===== config.mk =====
export PLATFORM = sky130hd
export DESIGN_NAME = axil_reg_slave_flat
export DESIGN_NICKNAME = d
export VERILOG_FILES = /design/src/rtl/axil_if.sv /design/src/rtl/axil_reg_slave.sv /design/src/flat_wrapper.sv
export SDC_FILE = /design/constraint.sdc
export NUM_CORES = 1
export LEC_CHECK = 0
export ABC_AREA = 1
export BUFFER_PORTS_ARGS = -buffer_cell sky130_fd_sc_hd__buf_2
export CAP_MARGIN = 10
export CORE_UTILIZATION = 50
export CTS_BUF_LIST = sky130_fd_sc_hd__clkbuf_16
export CTS_CLUSTER_DIAMETER = 40
export DETAILED_ROUTE_END_ITERATION = 10
export GPL_ROUTABILITY_DRIVEN = 0
export PLACE_DENSITY = 0.7
export RECOVER_POWER = 25
export SLEW_MARGIN = 5
export SYNTH_ARGS = -nofsm -noshare
export SYNTH_HDL_FRONTEND = slang
export SYNTH_SLANG_ARGS = --single-unit

===== constraint.sdc =====
create_clock -name s_axi_aclk -period 3.38 [get_ports s_axi_aclk]
set_input_delay 0.338 -clock s_axi_aclk [delete_from_list [all_inputs] [get_ports s_axi_aclk]]
set_output_delay 0.338 -clock s_axi_aclk [all_outputs]
set_load 0.05 [all_outputs]

===== src/rtl/axil_if.sv =====
// AXI4-Lite bus bundle between an interconnect master port and a register slave.
interface axil_if #(
  parameter int DATA_WIDTH = 32,
  parameter int ADDR_WIDTH = 8,
  parameter int RESP_WIDTH = 3,
  parameter int STRB_WIDTH = DATA_WIDTH / 8 + 1
) ();
  logic [ADDR_WIDTH-1:0] awaddr;
  logic                  awvalid;
  logic                  awready;
  logic [DATA_WIDTH-1:0] wdata;
  logic [STRB_WIDTH-1:0] wstrb;
  logic                  wvalid;
  logic                  wready;
  logic [RESP_WIDTH-1:0] bresp;
  logic                  bvalid;
  logic                  bready;
  logic [ADDR_WIDTH-1:0] araddr;
  logic                  arvalid;
  logic                  arready;
  logic [DATA_WIDTH-1:0] rdata;
  logic [RESP_WIDTH-1:0] rresp;
  logic                  rvalid;
  logic                  rready;

  modport master (
    output awaddr, awvalid, wdata, wstrb, wvalid, bready, araddr, arvalid, rready,
    input  awready, wready, bresp, bvalid, arready, rdata, rresp, rvalid
  );

  modport slave (
    input  awaddr, awvalid, wdata, wstrb, wvalid, bready, araddr, arvalid, rready,
    output awready, wready, bresp, bvalid, arready, rdata, rresp, rvalid
  );
endinterface


===== src/rtl/axil_reg_slave.sv =====
// AXI4-Lite register slave: 16-byte window with REG0, REG1, a REG0 mirror and a write counter.
module axil_reg_slave #(
  parameter int DATA_WIDTH = 32,
  parameter int ADDR_WIDTH = 8,
  parameter int RESP_WIDTH = 3,
  parameter int STRB_WIDTH = DATA_WIDTH / 8 + 1,
  parameter logic [ADDR_WIDTH-1:0] BASE_ADDR = '0
) (
  input logic   s_axi_aclk,
  input logic   s_axi_areset,
  axil_if.slave s_axi
);
  localparam int NBYTES = DATA_WIDTH / 8;
  localparam logic [RESP_WIDTH-1:0] RESP_OKAY   = '0;
  localparam logic [RESP_WIDTH-1:0] RESP_SLVERR = RESP_WIDTH'(2);

  typedef enum logic [1:0] {W_IDLE, W_HAVE_AW, W_HAVE_W, W_RESP} wstate_e;
  typedef enum logic {R_IDLE, R_DATA} rstate_e;

  function automatic logic is_hit(input logic [ADDR_WIDTH-1:0] a);
    return a[ADDR_WIDTH-1:4] == BASE_ADDR[ADDR_WIDTH-1:4];
  endfunction

  function automatic logic [DATA_WIDTH-1:0] merge_bytes(input logic [DATA_WIDTH-1:0] old_v,
                                                        input logic [DATA_WIDTH-1:0] new_v,
                                                        input logic [NBYTES-1:0]     strb);
    logic [DATA_WIDTH-1:0] r;
    r = old_v;
    for (int i = 0; i < NBYTES; i++) begin
      if (strb[i]) r[8*i +: 8] = new_v[8*i +: 8];
    end
    return r;
  endfunction

  wstate_e               wstate_q, wstate_d;
  rstate_e               rstate_q, rstate_d;
  logic [ADDR_WIDTH-1:0] awaddr_q, awaddr_d;
  logic [DATA_WIDTH-1:0] wdata_q, wdata_d;
  logic [NBYTES-1:0]     wstrb_q, wstrb_d;
  logic [DATA_WIDTH-1:0] reg0_q, reg0_d, reg1_q, reg1_d, wcnt_q, wcnt_d;
  logic                  awready_q, awready_d, wready_q, wready_d, bvalid_q, bvalid_d;
  logic [RESP_WIDTH-1:0] bresp_q, bresp_d, rresp_q, rresp_d;
  logic                  arready_q, arready_d, rvalid_q, rvalid_d;
  logic [DATA_WIDTH-1:0] rdata_q, rdata_d;

  logic                  aw_hs, w_hs, ar_hs, commit;
  logic [ADDR_WIDTH-1:0] c_addr;
  logic [DATA_WIDTH-1:0] c_data;
  logic [NBYTES-1:0]     c_strb;
  logic                  unused_bits;

  assign aw_hs = s_axi.awvalid & awready_q;
  assign w_hs  = s_axi.wvalid & wready_q;
  assign ar_hs = s_axi.arvalid & arready_q;
  assign unused_bits = ^{c_addr[1:0], s_axi.wstrb[STRB_WIDTH-1], s_axi.araddr[1:0]};

  always_comb begin
    wstate_d = wstate_q;
    awaddr_d = awaddr_q;
    wdata_d  = wdata_q;
    wstrb_d  = wstrb_q;
    reg0_d   = reg0_q;
    reg1_d   = reg1_q;
    wcnt_d   = wcnt_q;
    bresp_d  = bresp_q;
    commit   = 1'b0;
    c_addr   = s_axi.awaddr;
    c_data   = s_axi.wdata;
    c_strb   = s_axi.wstrb[NBYTES-1:0];
    case (wstate_q)
      W_IDLE: begin
        if (aw_hs && w_hs) begin
          commit = 1'b1;
        end else if (aw_hs) begin
          awaddr_d = s_axi.awaddr;
          wstate_d = W_HAVE_AW;
        end else if (w_hs) begin
          wdata_d  = s_axi.wdata;
          wstrb_d  = s_axi.wstrb[NBYTES-1:0];
          wstate_d = W_HAVE_W;
        end
      end
      W_HAVE_AW: begin
        c_addr = awaddr_q;
        commit = w_hs;
      end
      W_HAVE_W: begin
        c_data = wdata_q;
        c_strb = wstrb_q;
        commit = aw_hs;
      end
      W_RESP: begin
        if (bvalid_q && s_axi.bready) wstate_d = W_IDLE;
      end
      default: wstate_d = W_IDLE;
    endcase
    // Only offsets 0x0/0x4 are writable; everything else answers SLVERR without side effects.
    if (commit) begin
      wstate_d = W_RESP;
      if (is_hit(c_addr) && !c_addr[3]) begin
        if (c_addr[2]) reg1_d = merge_bytes(reg1_q, c_data, c_strb);
        else           reg0_d = merge_bytes(reg0_q, c_data, c_strb);
        wcnt_d  = wcnt_q + DATA_WIDTH'(1);
        bresp_d = RESP_OKAY;
      end else begin
        bresp_d = RESP_SLVERR;
      end
    end
    awready_d = (wstate_d == W_IDLE) || (wstate_d == W_HAVE_W);
    wready_d  = (wstate_d == W_IDLE) || (wstate_d == W_HAVE_AW);
    bvalid_d  = (wstate_d == W_RESP);
  end

  // Reads sample the current (pre-commit) register values.
  always_comb begin
    rstate_d = rstate_q;
    rdata_d  = rdata_q;
    rresp_d  = rresp_q;
    case (rstate_q)
      R_IDLE: begin
        if (ar_hs) begin
          rstate_d = R_DATA;
          if (is_hit(s_axi.araddr)) begin
            rresp_d = RESP_OKAY;
            case (s_axi.araddr[3:2])
              2'd0:    rdata_d = reg0_q;
              2'd1:    rdata_d = reg1_q;
              2'd2:    rdata_d = reg0_q;
              default: rdata_d = wcnt_q;
            endcase
          end else begin
            rresp_d = RESP_SLVERR;
            rdata_d = '0;
          end
        end
      end
      R_DATA: begin
        if (s_axi.rready) rstate_d = R_IDLE;
      end
      default: rstate_d = R_IDLE;
    endcase
    arready_d = (rstate_d == R_IDLE);
    rvalid_d  = (rstate_d == R_DATA);
  end

  always_ff @(posedge s_axi_aclk) begin
    awaddr_q <= awaddr_d;
    wdata_q  <= wdata_d;
    wstrb_q  <= wstrb_d;
    if (s_axi_areset) begin
      wstate_q  <= W_IDLE;
      rstate_q  <= R_IDLE;
      reg0_q    <= '0;
      reg1_q    <= '0;
      wcnt_q    <= '0;
      awready_q <= 1'b0;
      wready_q  <= 1'b0;
      bvalid_q  <= 1'b0;
      bresp_q   <= '0;
      arready_q <= 1'b0;
      rvalid_q  <= 1'b0;
      rdata_q   <= '0;
      rresp_q   <= '0;
    end else begin
      wstate_q  <= wstate_d;
      rstate_q  <= rstate_d;
      reg0_q    <= reg0_d;
      reg1_q    <= reg1_d;
      wcnt_q    <= wcnt_d;
      awready_q <= awready_d;
      wready_q  <= wready_d;
      bvalid_q  <= bvalid_d;
      bresp_q   <= bresp_d;
      arready_q <= arready_d;
      rvalid_q  <= rvalid_d;
      rdata_q   <= rdata_d;
      rresp_q   <= rresp_d;
    end
  end

  assign s_axi.awready = awready_q;
  assign s_axi.wready  = wready_q;
  assign s_axi.bvalid  = bvalid_q;
  assign s_axi.bresp   = bresp_q;
  assign s_axi.arready = arready_q;
  assign s_axi.rvalid  = rvalid_q;
  assign s_axi.rdata   = rdata_q;
  assign s_axi.rresp   = rresp_q;
endmodule


===== src/flat_wrapper.sv =====
// flat-port wrapper written by rule: the top's interface ports become plain ports
module axil_reg_slave_flat 
#(
  parameter int DATA_WIDTH = 32,
  parameter int ADDR_WIDTH = 8,
  parameter int RESP_WIDTH = 3,
  parameter int STRB_WIDTH = DATA_WIDTH / 8 + 1,
  parameter logic [ADDR_WIDTH-1:0] BASE_ADDR = '0
)
  (s_axi_aclk, s_axi_areset, s_axi_awaddr, s_axi_awvalid, s_axi_wdata, s_axi_wstrb, s_axi_wvalid, s_axi_bready, s_axi_araddr, s_axi_arvalid, s_axi_rready, s_axi_awready, s_axi_wready, s_axi_bresp, s_axi_bvalid, s_axi_arready, s_axi_rdata, s_axi_rresp, s_axi_rvalid);
  axil_if #(.DATA_WIDTH(DATA_WIDTH), .ADDR_WIDTH(ADDR_WIDTH), .RESP_WIDTH(RESP_WIDTH), .STRB_WIDTH(STRB_WIDTH)) s_axi_i ();
  input logic s_axi_aclk;
  input logic s_axi_areset;
  input wire logic [$bits(s_axi_i.awaddr)-1:0] s_axi_awaddr;
  input wire logic [$bits(s_axi_i.awvalid)-1:0] s_axi_awvalid;
  input wire logic [$bits(s_axi_i.wdata)-1:0] s_axi_wdata;
  input wire logic [$bits(s_axi_i.wstrb)-1:0] s_axi_wstrb;
  input wire logic [$bits(s_axi_i.wvalid)-1:0] s_axi_wvalid;
  input wire logic [$bits(s_axi_i.bready)-1:0] s_axi_bready;
  input wire logic [$bits(s_axi_i.araddr)-1:0] s_axi_araddr;
  input wire logic [$bits(s_axi_i.arvalid)-1:0] s_axi_arvalid;
  input wire logic [$bits(s_axi_i.rready)-1:0] s_axi_rready;
  output wire logic [$bits(s_axi_i.awready)-1:0] s_axi_awready;
  output wire logic [$bits(s_axi_i.wready)-1:0] s_axi_wready;
  output wire logic [$bits(s_axi_i.bresp)-1:0] s_axi_bresp;
  output wire logic [$bits(s_axi_i.bvalid)-1:0] s_axi_bvalid;
  output wire logic [$bits(s_axi_i.arready)-1:0] s_axi_arready;
  output wire logic [$bits(s_axi_i.rdata)-1:0] s_axi_rdata;
  output wire logic [$bits(s_axi_i.rresp)-1:0] s_axi_rresp;
  output wire logic [$bits(s_axi_i.rvalid)-1:0] s_axi_rvalid;
  assign s_axi_i.awaddr = s_axi_awaddr;
  assign s_axi_i.awvalid = s_axi_awvalid;
  assign s_axi_i.wdata = s_axi_wdata;
  assign s_axi_i.wstrb = s_axi_wstrb;
  assign s_axi_i.wvalid = s_axi_wvalid;
  assign s_axi_i.bready = s_axi_bready;
  assign s_axi_i.araddr = s_axi_araddr;
  assign s_axi_i.arvalid = s_axi_arvalid;
  assign s_axi_i.rready = s_axi_rready;
  assign s_axi_awready = s_axi_i.awready;
  assign s_axi_wready = s_axi_i.wready;
  assign s_axi_bresp = s_axi_i.bresp;
  assign s_axi_bvalid = s_axi_i.bvalid;
  assign s_axi_arready = s_axi_i.arready;
  assign s_axi_rdata = s_axi_i.rdata;
  assign s_axi_rresp = s_axi_i.rresp;
  assign s_axi_rvalid = s_axi_i.rvalid;
  axil_reg_slave #(.DATA_WIDTH(DATA_WIDTH), .ADDR_WIDTH(ADDR_WIDTH), .RESP_WIDTH(RESP_WIDTH), .STRB_WIDTH(STRB_WIDTH), .BASE_ADDR(BASE_ADDR)) u_core (.s_axi_aclk(s_axi_aclk), .s_axi_areset(s_axi_areset), .s_axi(s_axi_i));
endmodule

==> run metrics <==
Final TNS setup 0 ns; share of the yosys chip area belonging to registers 48.2%; Routed Antenna Nets 0; chip height 131 um; CTS root buf clkbuf_16; max-slew violations 0; Top Ports 103; core area 0.0161 mm^2; post-layout min period 2.24 ns; share of layout cells above drive strength 1 8.46%; Multi-input gate area 0.00386 mm^2; Area growth, synth to finish 12.7%; ANT cells 0; Die Wd 131 um; fmax 0.446 GHz; Initial DRC Count 627; # hold bufs at CTS 0; largest net degree at the start of global routing 59; IO buf count 93; Setup-failing EPs final 0; most common cell after layout, fill and taps aside nand2_1; Power Dens Cells 529 mW/mm^2; max-cap violation count 0; Synth Cell Area 0.00830 mm^2; cell leakage power 3.48 nW; H-tree Lvls 4; Clock Latency Late Sink 0.43 ns; critical setup path kind flip-flop to flip-flop; CTS tree built; Final Hold Fails 0; pre-CTS setup slack 1.18 ns; clk_skew 0.00540 ns; fillcell total 1511; routed wire length 20.1 mm; CTS resizes 0; Avg Inst Size Synth 7.42 um^2; Worst setup SP type flip-flop; TritonCTS buffer count 17; worst slew pin tran 1.48 ns; first-pass GRT wire length 32.4 mm; Worst EP arrival 2.54 ns; Vias per Instance 5.07; Finished Core Util 58.3%; sequential standard cell area 0.00400 mm^2; CP max FO 33; DP Wirelength 14.3 mm; global-route usage over all layers 24.7%; Max Buffers Root-to-Sink 2; DRC viols 0; routed vias 7213; Worst slew margin 1.62%; Ys Warns 0; nets 1259; Yosys reg bits 179; drt first pass iters 5; Hold Path Class input port to flip-flop; Final Cycle Share 66.4%; wire per inst 14.1 um; initial antenna violation count 0; status finished, final reports clean; setup repair bufs after CTS 0; Critical Path RT 3.67 ns; Synth cell types 33; Core Rows 46; Setup crit end kind flip-flop; worst vdd ir 0.000346 V; GR Overflow Total 0; clk sinks 179; Synth Instances 1119; DIE AREA 0.0171 mm^2; final setup margin 1.14 ns; CTS clock-pin slew for the worst setup and hold paths 0.06 ns; vias in the first global route 6471; commonest non-fill, non-tap cells in the layout nand2_1 (382), nor2_1 (222), dfxtp_1 (137), nand3_1 (76), a21oi_1 (65); RSZ-0062 raised after global routing no; Initial Utilization 51.7%
synth_stat cells, drive strengths merged:
master	count	area, um^2
mux2i	32	320
edfxtp	42	1260
nor2	232	947
xnor2	1	8.76
dfxtp	137	2740
conb	1	3.75
nand3	77	398
a21oi	66	334
clkbuf	18	67.6
o21ai	10	53.8
inv	46	173
nand3b	1	7.51
xor2	7	61.3
nand2	385	1460
nor3	4	20.0
o22ai	7	43.8
nand4	2	12.5
buf	31	211
ha	5	62.6
o211ai	15	113
logic make-up after synthesis:
logic type	Yosys count	synth area share, %
and+or+nand+nor	701	34.3
DFF	179	48.2
AOI/OAI and AO/OA	98	6.55
buffers and inverters	95	5.44
muxes	32	3.86
xor gates and xnor gates	8	0.844
adders and majority gates	5	0.753
other	1	0.0452
per-layer routing:
layer	vias up	routed length (um)	global-route usage, %
li1	3736	-	-
met5	-	0	0
met1	3220	9740	34.9
met3	33	1120	4.28
met2	224	8820	37.8
met4	0	429	9.33
power breakdown:
part           switching, mW  internal (mW)  leakage, nW
sequential            0.0372           2.32         1.49
clock                  0.803           1.11        0.287
combinational          0.494          0.192         1.70
worst max-delay path, cell delays in order, from the launching register on:
cell      delay [ns]
dfxtp_1         0.34
inv_1           0.05
nand3_1         0.15
clkbuf_1        1.10
o21ai_0         0.31
inv_1           0.12
nor2_1          0.04
registers in the layout (all words and copies together) (netlist names):
name,count
u_core.awaddr_q,6
u_core.reg0_q,32
u_core.reg1_q,32
u_core.rstate_q,1
u_core.s_axi.arready,1
u_core.s_axi.awready,1
u_core.s_axi.bresp,1
u_core.s_axi.bvalid,1
u_core.s_axi.rdata,32
u_core.s_axi.rresp,1
u_core.s_axi.wready,1
u_core.wcnt_q,32
u_core.wdata_q,32
u_core.wstate_q,2
u_core.wstrb_q,4
through the flow:
step | hold slack (ns) | cells | power [mW] | instance area, um^2
final | 0.0946 | 1422 | 4.95 | 9360
after global placement | 0.451 | 1391 | 3.08 | 8860
after detailed placement | 0.453 | 1391 | 3.09 | 8860
after floorplan | 0.437 | 1122 | 2.92 | 8320
after global routing | 0.0868 | 1422 | 5.14 | 9360
after CTS | 0.0820 | 1422 | 4.99 | 9430
final cells by class:
| cell class | instances | share of cell area (%) |
|---|---|---|
| inverters | 46 | 1.84 |
| clock inverters | 13 | 1.27 |
| clock buffers | 18 | 4.81 |
| repair buffers | 102 | 5.13 |
| flip-flops and latches | 179 | 42.8 |
| well taps | 216 | 2.89 |
| multi-input cells | 848 | 41.3 |
worst paths after layout:
kind	start	end	slack (ns)	cells past startpoint
max	u_core.rstate_q	u_core.rstate_q	1.14	6
min	s_axi_wdata[27]	u_core.wdata_q[27]	0.09	1
max reg2reg	u_core.rstate_q	u_core.rstate_q	1.14	6
min reg2reg	u_core.s_axi.rdata[0]	u_core.s_axi.rdata[0]	0.46	2
No activity file was read; power rests on OpenSTA's default activity.
